===== src/rtl/draw_pkg.sv =====
// Shared definitions for the draw command path: opcodes, command field layout,
// screen limits in superpixels, the decoded-command struct and the dispatcher states.
// No logic lives here apart from the y clamp helper used by the decoder.
package draw_pkg;

   // Width of one command word as it leaves the command FIFO
   localparam int CMD_W   = 32;
   localparam int COORD_W = 5;
   localparam int COLOR_W = 8;
   localparam int OP_W    = 4;

   // Default screen extent: last superpixel column and row
   localparam logic [COORD_W-1:0] X_MAX_DEF = 5'd31;
   localparam logic [COORD_W-1:0] Y_MAX_DEF = 5'd23;

   // Opcodes; every other value is illegal
   localparam logic [OP_W-1:0] OP_PIXEL = 4'd0;
   localparam logic [OP_W-1:0] OP_RECT  = 4'd1;
   localparam logic [OP_W-1:0] OP_CLEAR = 4'd2;

   // Field offsets (LSB position) inside the command word
   localparam int OP_LSB   = 28;
   localparam int X0_LSB   = 23;
   localparam int Y0_LSB   = 18;
   localparam int X1_LSB   = 13;
   localparam int Y1_LSB   = 8;
   localparam int RCOL_LSB = 0;   // rectangle / clear color
   localparam int PCOL_LSB = 10;  // pixel color

   // Command after decode, ready to drive an engine
   typedef struct packed {
      logic                 is_rect;  // rectangle engine (rect and clear ops)
      logic [COORD_W-1:0]   x0;
      logic [COORD_W-1:0]   y0;
      logic [COORD_W-1:0]   x1;
      logic [COORD_W-1:0]   y1;
      logic [COLOR_W-1:0]   color;
   } draw_cmd_t;

   typedef enum logic [1:0] {
      ST_IDLE,
      ST_FETCH,
      ST_DISPATCH,
      ST_WAIT
   } disp_state_t;

   function automatic logic [COORD_W-1:0] clamp_y(input logic [COORD_W-1:0] y,
                                                  input logic [COORD_W-1:0] y_max);
      return (y > y_max) ? y_max : y;
   endfunction

endpackage


===== src/rtl/draw_cmd_decode.sv =====
// Command decoder: field extract, opcode legality, rectangle corner swap, y clamp, clear expansion.
// Latency: purely combinational. Backpressure: none, the caller decides when to sample.
// Ports: cmd (raw 32-bit word) in; legal (opcode 0..2) and dec (engine-ready command) out.
module draw_cmd_decode
   import draw_pkg::*;
#(
   parameter logic [COORD_W-1:0] X_MAX = X_MAX_DEF,
   parameter logic [COORD_W-1:0] Y_MAX = Y_MAX_DEF
) (
   input  logic [CMD_W-1:0] cmd,
   output logic             legal,
   output draw_cmd_t        dec
);

   logic [OP_W-1:0]    op;
   logic [COORD_W-1:0] x0, y0, x1, y1;

   always_comb begin
      op    = cmd[OP_LSB +: OP_W];
      x0    = cmd[X0_LSB +: COORD_W];
      x1    = cmd[X1_LSB +: COORD_W];
      // Clamping before the swap gives the same corners as after, since clamp is monotonic
      y0    = clamp_y(cmd[Y0_LSB +: COORD_W], Y_MAX);
      y1    = clamp_y(cmd[Y1_LSB +: COORD_W], Y_MAX);
      legal = 1'b0;
      dec   = '0;
      case (op)
         OP_PIXEL: begin
            legal     = 1'b1;
            dec.x0    = x0;
            dec.y0    = y0;
            dec.x1    = x0;
            dec.y1    = y0;
            dec.color = cmd[PCOL_LSB +: COLOR_W];
         end
         OP_RECT: begin
            legal       = 1'b1;
            dec.is_rect = 1'b1;
            dec.x0      = (x0 <= x1) ? x0 : x1;
            dec.x1      = (x0 <= x1) ? x1 : x0;
            dec.y0      = (y0 <= y1) ? y0 : y1;
            dec.y1      = (y0 <= y1) ? y1 : y0;
            dec.color   = cmd[RCOL_LSB +: COLOR_W];
         end
         OP_CLEAR: begin
            // Clear is a full-screen rectangle on the rectangle engine
            legal       = 1'b1;
            dec.is_rect = 1'b1;
            dec.x1      = X_MAX;
            dec.y1      = Y_MAX;
            dec.color   = cmd[RCOL_LSB +: COLOR_W];
         end
         default: ;
      endcase
   end

endmodule


===== src/rtl/draw_cmd_dispatch.sv =====
// Draw command dispatcher: pops one command, hands it to the pixel or rectangle engine, muxes RAM writes.
// Latency: rden -> rvld -> engine vld (2 cycles); engine done -> idle next cycle; 3 cycles overhead per command.
// Backpressure: one command in flight; FIFO is read only from IDLE, WAIT ends on done or timeout.
// Ports: ff_* command FIFO read side; pix_*/rect_* engine launch, done and RAM write inputs;
//        ram_* muxed VGA RAM write port; busy, err_cnt (illegal ops), tmo_cnt (engine timeouts).
module draw_cmd_dispatch
   import draw_pkg::*;
#(
   parameter logic [COORD_W-1:0] X_MAX       = X_MAX_DEF,
   parameter logic [COORD_W-1:0] Y_MAX       = Y_MAX_DEF,
   parameter logic [19:0]        TIMEOUT_MAX = 20'hFFFFF
) (
   input  logic                 clk,
   input  logic                 rst,
   // command FIFO
   input  logic                 ff_empty,
   output logic                 ff_rden,
   input  logic [CMD_W-1:0]     ff_rdat,
   input  logic                 ff_rvld,
   // pixel engine
   output logic [COORD_W-1:0]   pix_x,
   output logic [COORD_W-1:0]   pix_y,
   output logic [COLOR_W-1:0]   pix_color,
   output logic                 pix_vld,
   input  logic                 pix_done,
   // rectangle engine
   output logic [COORD_W-1:0]   rect_x0,
   output logic [COORD_W-1:0]   rect_x1,
   output logic [COORD_W-1:0]   rect_y0,
   output logic [COORD_W-1:0]   rect_y1,
   output logic [COLOR_W-1:0]   rect_color,
   output logic                 rect_vld,
   input  logic                 rect_done,
   // engine RAM write ports
   input  logic [18:0]          pix_addr,
   input  logic [7:0]           pix_data,
   input  logic                 pix_wren,
   input  logic [18:0]          rect_addr,
   input  logic [7:0]           rect_data,
   input  logic                 rect_wren,
   // muxed VGA RAM write port
   output logic [18:0]          ram_addr,
   output logic [7:0]           ram_data,
   output logic                 ram_wren,
   // status
   output logic                 busy,
   output logic [7:0]           err_cnt,
   output logic [7:0]           tmo_cnt
);

   disp_state_t state, state_nxt;
   draw_cmd_t   dec, cur;
   logic        dec_legal;
   logic [19:0] wait_cnt;
   logic        done_act;
   logic        tmo_hit;

   draw_cmd_decode #(
      .X_MAX (X_MAX),
      .Y_MAX (Y_MAX)
   ) u_decode (
      .cmd   (ff_rdat),
      .legal (dec_legal),
      .dec   (dec)
   );

   // Only the engine that owns the current command can end WAIT
   assign done_act = cur.is_rect ? rect_done : pix_done;
   // wait_cnt is 0 on the first WAIT cycle, so this fires on the TIMEOUT_MAX-th one
   assign tmo_hit  = (wait_cnt == TIMEOUT_MAX - 20'd1);

   always_comb begin
      state_nxt = state;
      ff_rden   = 1'b0;
      pix_vld   = 1'b0;
      rect_vld  = 1'b0;
      case (state)
         ST_IDLE: begin
            if (!ff_empty) begin
               ff_rden   = 1'b1;
               state_nxt = ST_FETCH;
            end
         end
         ST_FETCH: begin
            if (ff_rvld) state_nxt = dec_legal ? ST_DISPATCH : ST_IDLE;
         end
         ST_DISPATCH: begin
            pix_vld   = !cur.is_rect;
            rect_vld  = cur.is_rect;
            state_nxt = ST_WAIT;
         end
         ST_WAIT: begin
            if (done_act || tmo_hit) state_nxt = ST_IDLE;
         end
         default: state_nxt = ST_IDLE;
      endcase
   end

   always_ff @(posedge clk) begin
      if (rst) begin
         state    <= ST_IDLE;
         cur      <= '0;
         wait_cnt <= '0;
         err_cnt  <= '0;
         tmo_cnt  <= '0;
      end else begin
         state <= state_nxt;
         // Illegal words never reach cur, so engine outputs keep the last dispatched command
         if (state == ST_FETCH && ff_rvld) begin
            if (dec_legal)                cur     <= dec;
            else if (err_cnt != 8'hFF)    err_cnt <= err_cnt + 8'd1;
         end
         if (state == ST_WAIT) begin
            wait_cnt <= wait_cnt + 20'd1;
            // A done arriving on the timeout cycle counts as a normal completion
            if (tmo_hit && !done_act && tmo_cnt != 8'hFF) tmo_cnt <= tmo_cnt + 8'd1;
         end else begin
            wait_cnt <= '0;
         end
      end
   end

   assign pix_x      = cur.x0;
   assign pix_y      = cur.y0;
   assign pix_color  = cur.color;
   assign rect_x0    = cur.x0;
   assign rect_x1    = cur.x1;
   assign rect_y0    = cur.y0;
   assign rect_y1    = cur.y1;
   assign rect_color = cur.color;
   assign busy       = (state != ST_IDLE);

   always_comb begin
      ram_addr = '0;
      ram_data = '0;
      ram_wren = 1'b0;
      if (state == ST_DISPATCH || state == ST_WAIT) begin
         if (cur.is_rect) begin
            ram_addr = rect_addr;
            ram_data = rect_data;
            ram_wren = rect_wren;
         end else begin
            ram_addr = pix_addr;
            ram_data = pix_data;
            ram_wren = pix_wren;
         end
      end
   end

endmodule


===== config.mk =====
export PLATFORM = sky130hd
export DESIGN_NAME = draw_cmd_dispatch
export DESIGN_NICKNAME = d
export VERILOG_FILES = /design/src/rtl/draw_pkg.sv /design/src/rtl/draw_cmd_decode.sv /design/src/rtl/draw_cmd_dispatch.sv
export SDC_FILE = /design/constraint.sdc
export NUM_CORES = 1
export LEC_CHECK = 0
export ABC_CLOCK_PERIOD_IN_PS = 3800
export CORE_MARGIN = 1.5
export CORE_UTILIZATION = 40
export DETAILED_ROUTE_END_ITERATION = 7
export PLACE_DENSITY = 0.77
export SLEW_MARGIN = 20
export SYNTH_ARGS = -nofsm -noshare
export SYNTH_HDL_FRONTEND = slang
export SYNTH_SLANG_ARGS = --single-unit

===== constraint.sdc =====
create_clock -name clk -period 3.8 [get_ports clk]
set_input_delay 1.14 -clock clk [delete_from_list [all_inputs] [get_ports clk]]
set_output_delay 1.14 -clock clk [all_outputs]
set_load 0.005 [all_outputs]

# Yosys cells after proc, flatten, opt, wreduce, memory -nomap -nowiden
# Index checks and enable logic that the tools add are counted.
[totals]
register_bits = 67
output_inout_bits = 94
elab_cells = 73
[classes]
n_addsub = 3
n_lt_le_gt_ge = 4
n_eq_ne = 11
n_mux = 26
bitwise_logic = 2
n_reduce_logical = 17
[ops]
columns = ["operator", "n"]
rows = [
  ["$pmux 18 s3", 1],
  ["$mux 19", 2],
  ["$mux 5", 6],
  ["$add 20x1->20 const B", 1],
  ["$eq 20x20->1 const B", 1],
  ["$pmux 10 s2", 1],
  ["$add 8x1->8 const B", 2],
  ["$mux 8", 2],
  ["$ne 8x8->1 const B", 2],
  ["$gt 5x5->1 const B", 2],
  ["$le 5x5->1", 2],
  ["$mux 1", 9],
  ["$mux 2", 4],
  ["$pmux 2 s4", 1],
  ["$ne 2x2->1 const B", 3],
  ["$reduce_and 3->1", 2],
  ["$eq 2x2->1 const B", 2],
  ["$eq 4x1->1 const B", 1],
  ["$eq 4x2->1 const B", 1],
  ["$logic_not 4->1", 1],
  ["$reduce_and 2->1", 2],
  ["$reduce_or 2->1", 2],
  ["$logic_and 1x1->1", 3],
  ["$reduce_or 3->1", 1],
  ["6 further kinds", 9],
]

# Logic depth before layout (Yosys ltp)
[logic_depth]
word_depth = 6
mapped_depth = 10
ltp_nobuf = 9

# By module
# From an unflattened synthesis, not the netlist that was laid out.
[unflattened]
hier_cells = 568
area_unflattened_um2 = 4478.0
[modules_own_cells]
columns = ["mod", "instances", "cells_each", "area_each_um2", "seq_area_each_um2"]
rows = [
  ["draw_cmd_dispatch", 1, 434, 3559.7, 1341.3],
  ["draw_cmd_decode", 1, 134, 918.4, 0.0],
]

# Worst setup path before layout
# No wires, ideal clock.
[synth_path]
path_type = "input -> register"
from = "input port ff_rdat[12]"
to = "register cur, in the netlist rect_y1[3]"
arrival_time_ps = 3007
required_ps = 3705
path_slack_ps = 697
path_stages = 9
path_buffers = 1
cell_sequence = "clkbuf_1 a21o_1 inv_1 ha_1 o21ai_0 a21oi_1 o31ai_1 a21oi_1 a221oi_1"
[synth_via]
elab_chain_cells = 5
[synth_lines]
columns = ["element", "line", "text"]
rows = [
  ["from (decl)", "draw_cmd_dispatch.sv:18", "input logic [CMD_W-1:0] ff_rdat,"],
  ["$gt 5x5->1", "draw_pkg.sv:49", "return (y > y_max) ? y_max : y;"],
  ["$mux 5 (*)", "draw_pkg.sv:49", ""],
  ["$le 5x5->1", "draw_cmd_decode.sv:42", "dec.y1 = (y0 <= y1) ? y1 : y0;"],
  ["$mux 5 (*)", "draw_cmd_decode.sv:42", ""],
  ["$pmux 18 s3 (*)", "draw_cmd_decode.sv:27", "case (op)"],
  ["to (signal assigned)", "draw_cmd_dispatch.sv:102", "cur <= '0;"],
  ["to (signal assigned)", "draw_cmd_dispatch.sv:110", "if (dec_legal) cur <= dec;"],
  ["to (decl)", "draw_cmd_dispatch.sv:52", "draw_cmd_t dec, cur;"],
]
# Every way passes the cells marked *; elsewhere a longest branch is shown, timed or not.
# A chain may end at the register's enable or synchronous reset.

# Worst setup path after layout
[layout_path]
from = "input port rect_data[5]"
to = "output port ram_data[5]"
[layout_via]
elab_chain_cells = 2
[layout_lines]
columns = ["element", "line", "text"]
rows = [
  ["from (decl)", "draw_cmd_dispatch.sv:39", "input logic [7:0] rect_data,"],
  ["$mux 8", "draw_cmd_dispatch.sv:138", "if (cur.is_rect) begin"],
  ["$mux 8", "draw_cmd_dispatch.sv:137", "if (state == ST_DISPATCH || state == ST_WAIT) begin"],
  ["to (decl)", "draw_cmd_dispatch.sv:43", "output logic [7:0] ram_data,"],
]
# No other way between the ends.

==> results by group <==
Placed design
  – GP Congestion: 0.962
  – IO buf count: 187
  – DP Wirelength: 9840 µm
  – Total placed cells including tap cells: 782

Critical path
  – Worst Setup Start Kind: input port
  – Required time of the worst setup path: 2.66 ns
  – CP startpoint: rect_data[5]
  – CP endpoint kind: primary output
  – Arrival time at the worst endpoint: 2.40 ns
  – Critical setup path kind: in -> out
  – Largest fanout on the critical path: 1

Drt
  – Average vias per placed instance: around 5.4
  – Number of optimization iterations in the first detailed-route pass: 5
  – Count of routing violations after the opening detailed-route iteration: 221
  – Total number of vias: 4287
  – Final wirelength: 12800 µm
  – Detail-routed net length per standard cell: 16.0 µm
  – Total DRC errors in the routed layout: 0
  – ANT nets after route: 0

Layout
  – Share of post-route cells with drive strength above 1: 0.0589
  – Register Area: approximately 1300 µm²
  – Growth of design area from synthesis to finish: 43.0%
  – Core Util, Final: 0.597
  – Area occupied by multi-input gates: between 2000 and 2500 µm²
  – Fin cells: around 800
  – Fin nets: 765
  – Number of diodes: 0
  – Layout fillers: between 900 and 1000

Clocking
  – Clock-pin slew reported for the worst setup and hold paths after clock tree synthesis: 0.07 ns
  – Count of clock tree sinks: 67
  – Maximum clock path buffer count: 2
  – Clock insertion delay at the later pin of the skew report: 0.35 ns
  – TritonCTS clock tree: done
  – Root buffer selected by CTS: sky130_fd_sc_hd__clkbuf_8
  – H-tree levels: 3
  – Cts-stage hold buffer count: 0
  – Post-CTS Setup Inserts: 0
  – Total CTS buffers: 9
  – Total of cells resized after clock tree synthesis: 0

GRT
  – Number of antenna violations at the first check in global routing: 0
  – First-pass GRT wire length: 19800 µm
  – Grt total ovfl: 0
  – Largest net degree at the start of global routing: 38
  – Number of global-route vias before repair: 3971
  – Aggregate global-route resource usage: 0.217

STA
  – Hold WS: between 0.4 and 0.5 ns
  – Slew headroom: 0.338
  – RSZ-0062 raised after global routing: false
  – Final Skew: roughly 0.012 ns
  – FMAX: 282 MHz
  – Post-route setup TNS: 0 ns
  – Transition at the pin with the smallest max-transition slack: ~0.99 ns
  – Final Hold Vio Count: 0
  – Number of setup violations in the final report: 0
  – Period utilization: 0.932
  – Final Slew Violations: 0
  – Post-layout minimum cycle time: ~3.5 ns

Synth
  – Netlist cell types: 53
  – Total nets after synthesis: approximately 630
  – Biggest area contributors in the synthesized netlist: sky130_fd_sc_hd__dfxtp_1 (31%), sky130_fd_sc_hd__buf_4 (7.9%), sky130_fd_sc_hd__mux2i_1 (7.6%)
  – Fraction of post-synthesis cell area in the top cell type by area: 0.309
  – Top flip-flop cell by instance count after synthesis: sky130_fd_sc_hd__dfxtp_1
  – Fraction of registers with async set or reset after synthesis: 0
  – Instance count of the mapped netlist: 524
  – Synthesized cell area: 4340 µm²
  – Sequential element share of the synthesized area: 0.309
  – Synthesized area divided by synthesized cell count: 8.29 µm²
  – EDFF count, synth: 0
  – Area leader, netlist: sky130_fd_sc_hd__dfxtp_1
  – Count of warnings emitted by yosys: 0
  – Flop and latch count out of synthesis: 67

Power and ir drop
  – Maximum VDD drop: between 0.0002 and 0.00025 V
  – Power per Cell Area: 262 nW/µm²
  – Leakage power: approximately 2.2 nW
  – Total design power: 1.63 mW

Floorplan
  – # rows: 37
  – Floorplan die height: 107 µm
  – Core box area: 10400 µm²
  – Floorplan die width: around 110 µm
  – Initial core utilization: 0.417
  – Number of top-level pins: between 150 and 200
  – Die Area: ~11000 µm²

Hold path
  – Class of the most critical hold timing path: reg -> reg
  – Hold_sp: wait_cnt[0]$_SDFF_PP0_

Flow run
  – Number of violations of the max-capacitance limit: 0

Outcome
  – Run status: completed
cell usage in the layout (no fill, tap or decap), types with 2 or more instances in the layout:
cell type,count
sky130_fd_sc_hd__nand4_1,5
sky130_fd_sc_hd__nand2_1,27
sky130_fd_sc_hd__or3_2,4
sky130_fd_sc_hd__a21o_1,6
sky130_fd_sc_hd__nor3_2,2
sky130_fd_sc_hd__clkinvlp_4,2
sky130_fd_sc_hd__clkdlybuf4s50_1,187
sky130_fd_sc_hd__a221oi_1,22
sky130_fd_sc_hd__o22ai_1,2
sky130_fd_sc_hd__clkbuf_8,12
sky130_fd_sc_hd__nor2b_1,30
sky130_fd_sc_hd__inv_1,17
sky130_fd_sc_hd__or3_1,4
sky130_fd_sc_hd__xnor2_1,11
sky130_fd_sc_hd__mux2i_1,33
sky130_fd_sc_hd__o31ai_1,2
sky130_fd_sc_hd__ha_1,14
sky130_fd_sc_hd__xor2_1,13
sky130_fd_sc_hd__nand3_1,18
sky130_fd_sc_hd__dfxtp_1,66
sky130_fd_sc_hd__o21ai_0,25
sky130_fd_sc_hd__and3b_1,2
sky130_fd_sc_hd__nor2_1,55
sky130_fd_sc_hd__a21oi_1,27
sky130_fd_sc_hd__and3_1,4
sky130_fd_sc_hd__nor3_1,15
sky130_fd_sc_hd__nor4_4,3
sky130_fd_sc_hd__nand2b_1,4
sky130_fd_sc_hd__a211oi_1,2
sky130_fd_sc_hd__a31oi_1,3
sky130_fd_sc_hd__nor4_1,2
sky130_fd_sc_hd__and4_1,6
sky130_fd_sc_hd__buf_4,5
sky130_fd_sc_hd__o211ai_1,2
sky130_fd_sc_hd__o221ai_1,9
report_power, final:
group,switching [mW],internal [mW]
Sequential,0.00943,0.710
Clock,0.275,0.357
Combinational,0.118,0.161
Total,0.402,1.23
Yosys cell counts (9+ instances only):
cell type                  count
sky130_fd_sc_hd__nor2b_1      30
sky130_fd_sc_hd__ha_1         14
sky130_fd_sc_hd__o21ai_0      25
sky130_fd_sc_hd__clkbuf_1     18
sky130_fd_sc_hd__xor2_1       13
sky130_fd_sc_hd__inv_1        17
sky130_fd_sc_hd__nor3_1       16
sky130_fd_sc_hd__xnor2_1      11
sky130_fd_sc_hd__nand3_1      18
sky130_fd_sc_hd__a221oi_1     22
sky130_fd_sc_hd__nor2_1       55
sky130_fd_sc_hd__a21oi_1      27
sky130_fd_sc_hd__o221ai_1      9
sky130_fd_sc_hd__mux2i_1      33
sky130_fd_sc_hd__dfxtp_1      67
sky130_fd_sc_hd__nand2_1      27
sky130_fd_sc_hd__buf_4        46
metrics by stage:
step	worst slack, ns	cell area, µm²
3_5_place_dp	0.190	5990
6_report	0.259	6210
3_3_place_gp	0.308	5990
5_1_grt	0.221	6210
2_1_floorplan	0.697	4340
4_1_cts	0.249	6210
final cells by class:
type | count | area share
inverters | 18 | 0.0109
clock buffers | 13 | 0.0272
multi-input cells | 368 | 0.401
clock inverters | 3 | 0.00725
flip-flops and latches | 67 | 0.216
well taps | 136 | 0.0274
repair buffers | 193 | 0.311
metal layers:
metal	global-route usage	part of all wire	routed length [µm]
met1	0.278	0.43	5430
met2	0.366	0.50	6320
met3	0.0444	0.067	855
met4	0.0619	0.012	148
met5	0	0	0
critical path, cell delays in order:
cell and delay [ns]:
sky130_fd_sc_hd__clkdlybuf4s50_1 0.49, sky130_fd_sc_hd__mux2i_1 0.12, sky130_fd_sc_hd__nor2b_1 0.14, sky130_fd_sc_hd__clkdlybuf4s50_1 0.52
logic make-up after synthesis:
| logic type | after synthesis | share of synthesized area |
|---|---|---|
| DFF | 67 | 0.309 |
| AOI/OAI and AO/OA | 105 | 0.160 |
| and+or+nand+nor | 192 | 0.247 |
| buffers and inverters | 89 | 0.119 |
| adders and majority gates | 14 | 0.0403 |
| xor gates and xnor gates | 24 | 0.0484 |
| muxes | 33 | 0.0760 |
worst paths after layout:
path / end / slack (ns) / cells past startpoint
setup / recovery: ram_data[5] / 0.26 / 4
hold / removal: wait_cnt[0]$_SDFF_PP0_ / 0.49 / 1
setup reg to reg: pix_y[0]$_SDFFE_PP0P_ / 1.34 / 5
hold reg to reg: wait_cnt[0]$_SDFF_PP0_ / 0.49 / 1
flip-flops by register name, indices dropped and copies added (netlist names), named ones only:
register / count
pix_x: 5
tmo_cnt: 8
pix_y: 5
wait_cnt: 20
rect_y1: 5
pix_color: 8
state: 1
rect_x1: 5
cur: 1
err_cnt: 8
(Power assumes the default switching activity.)
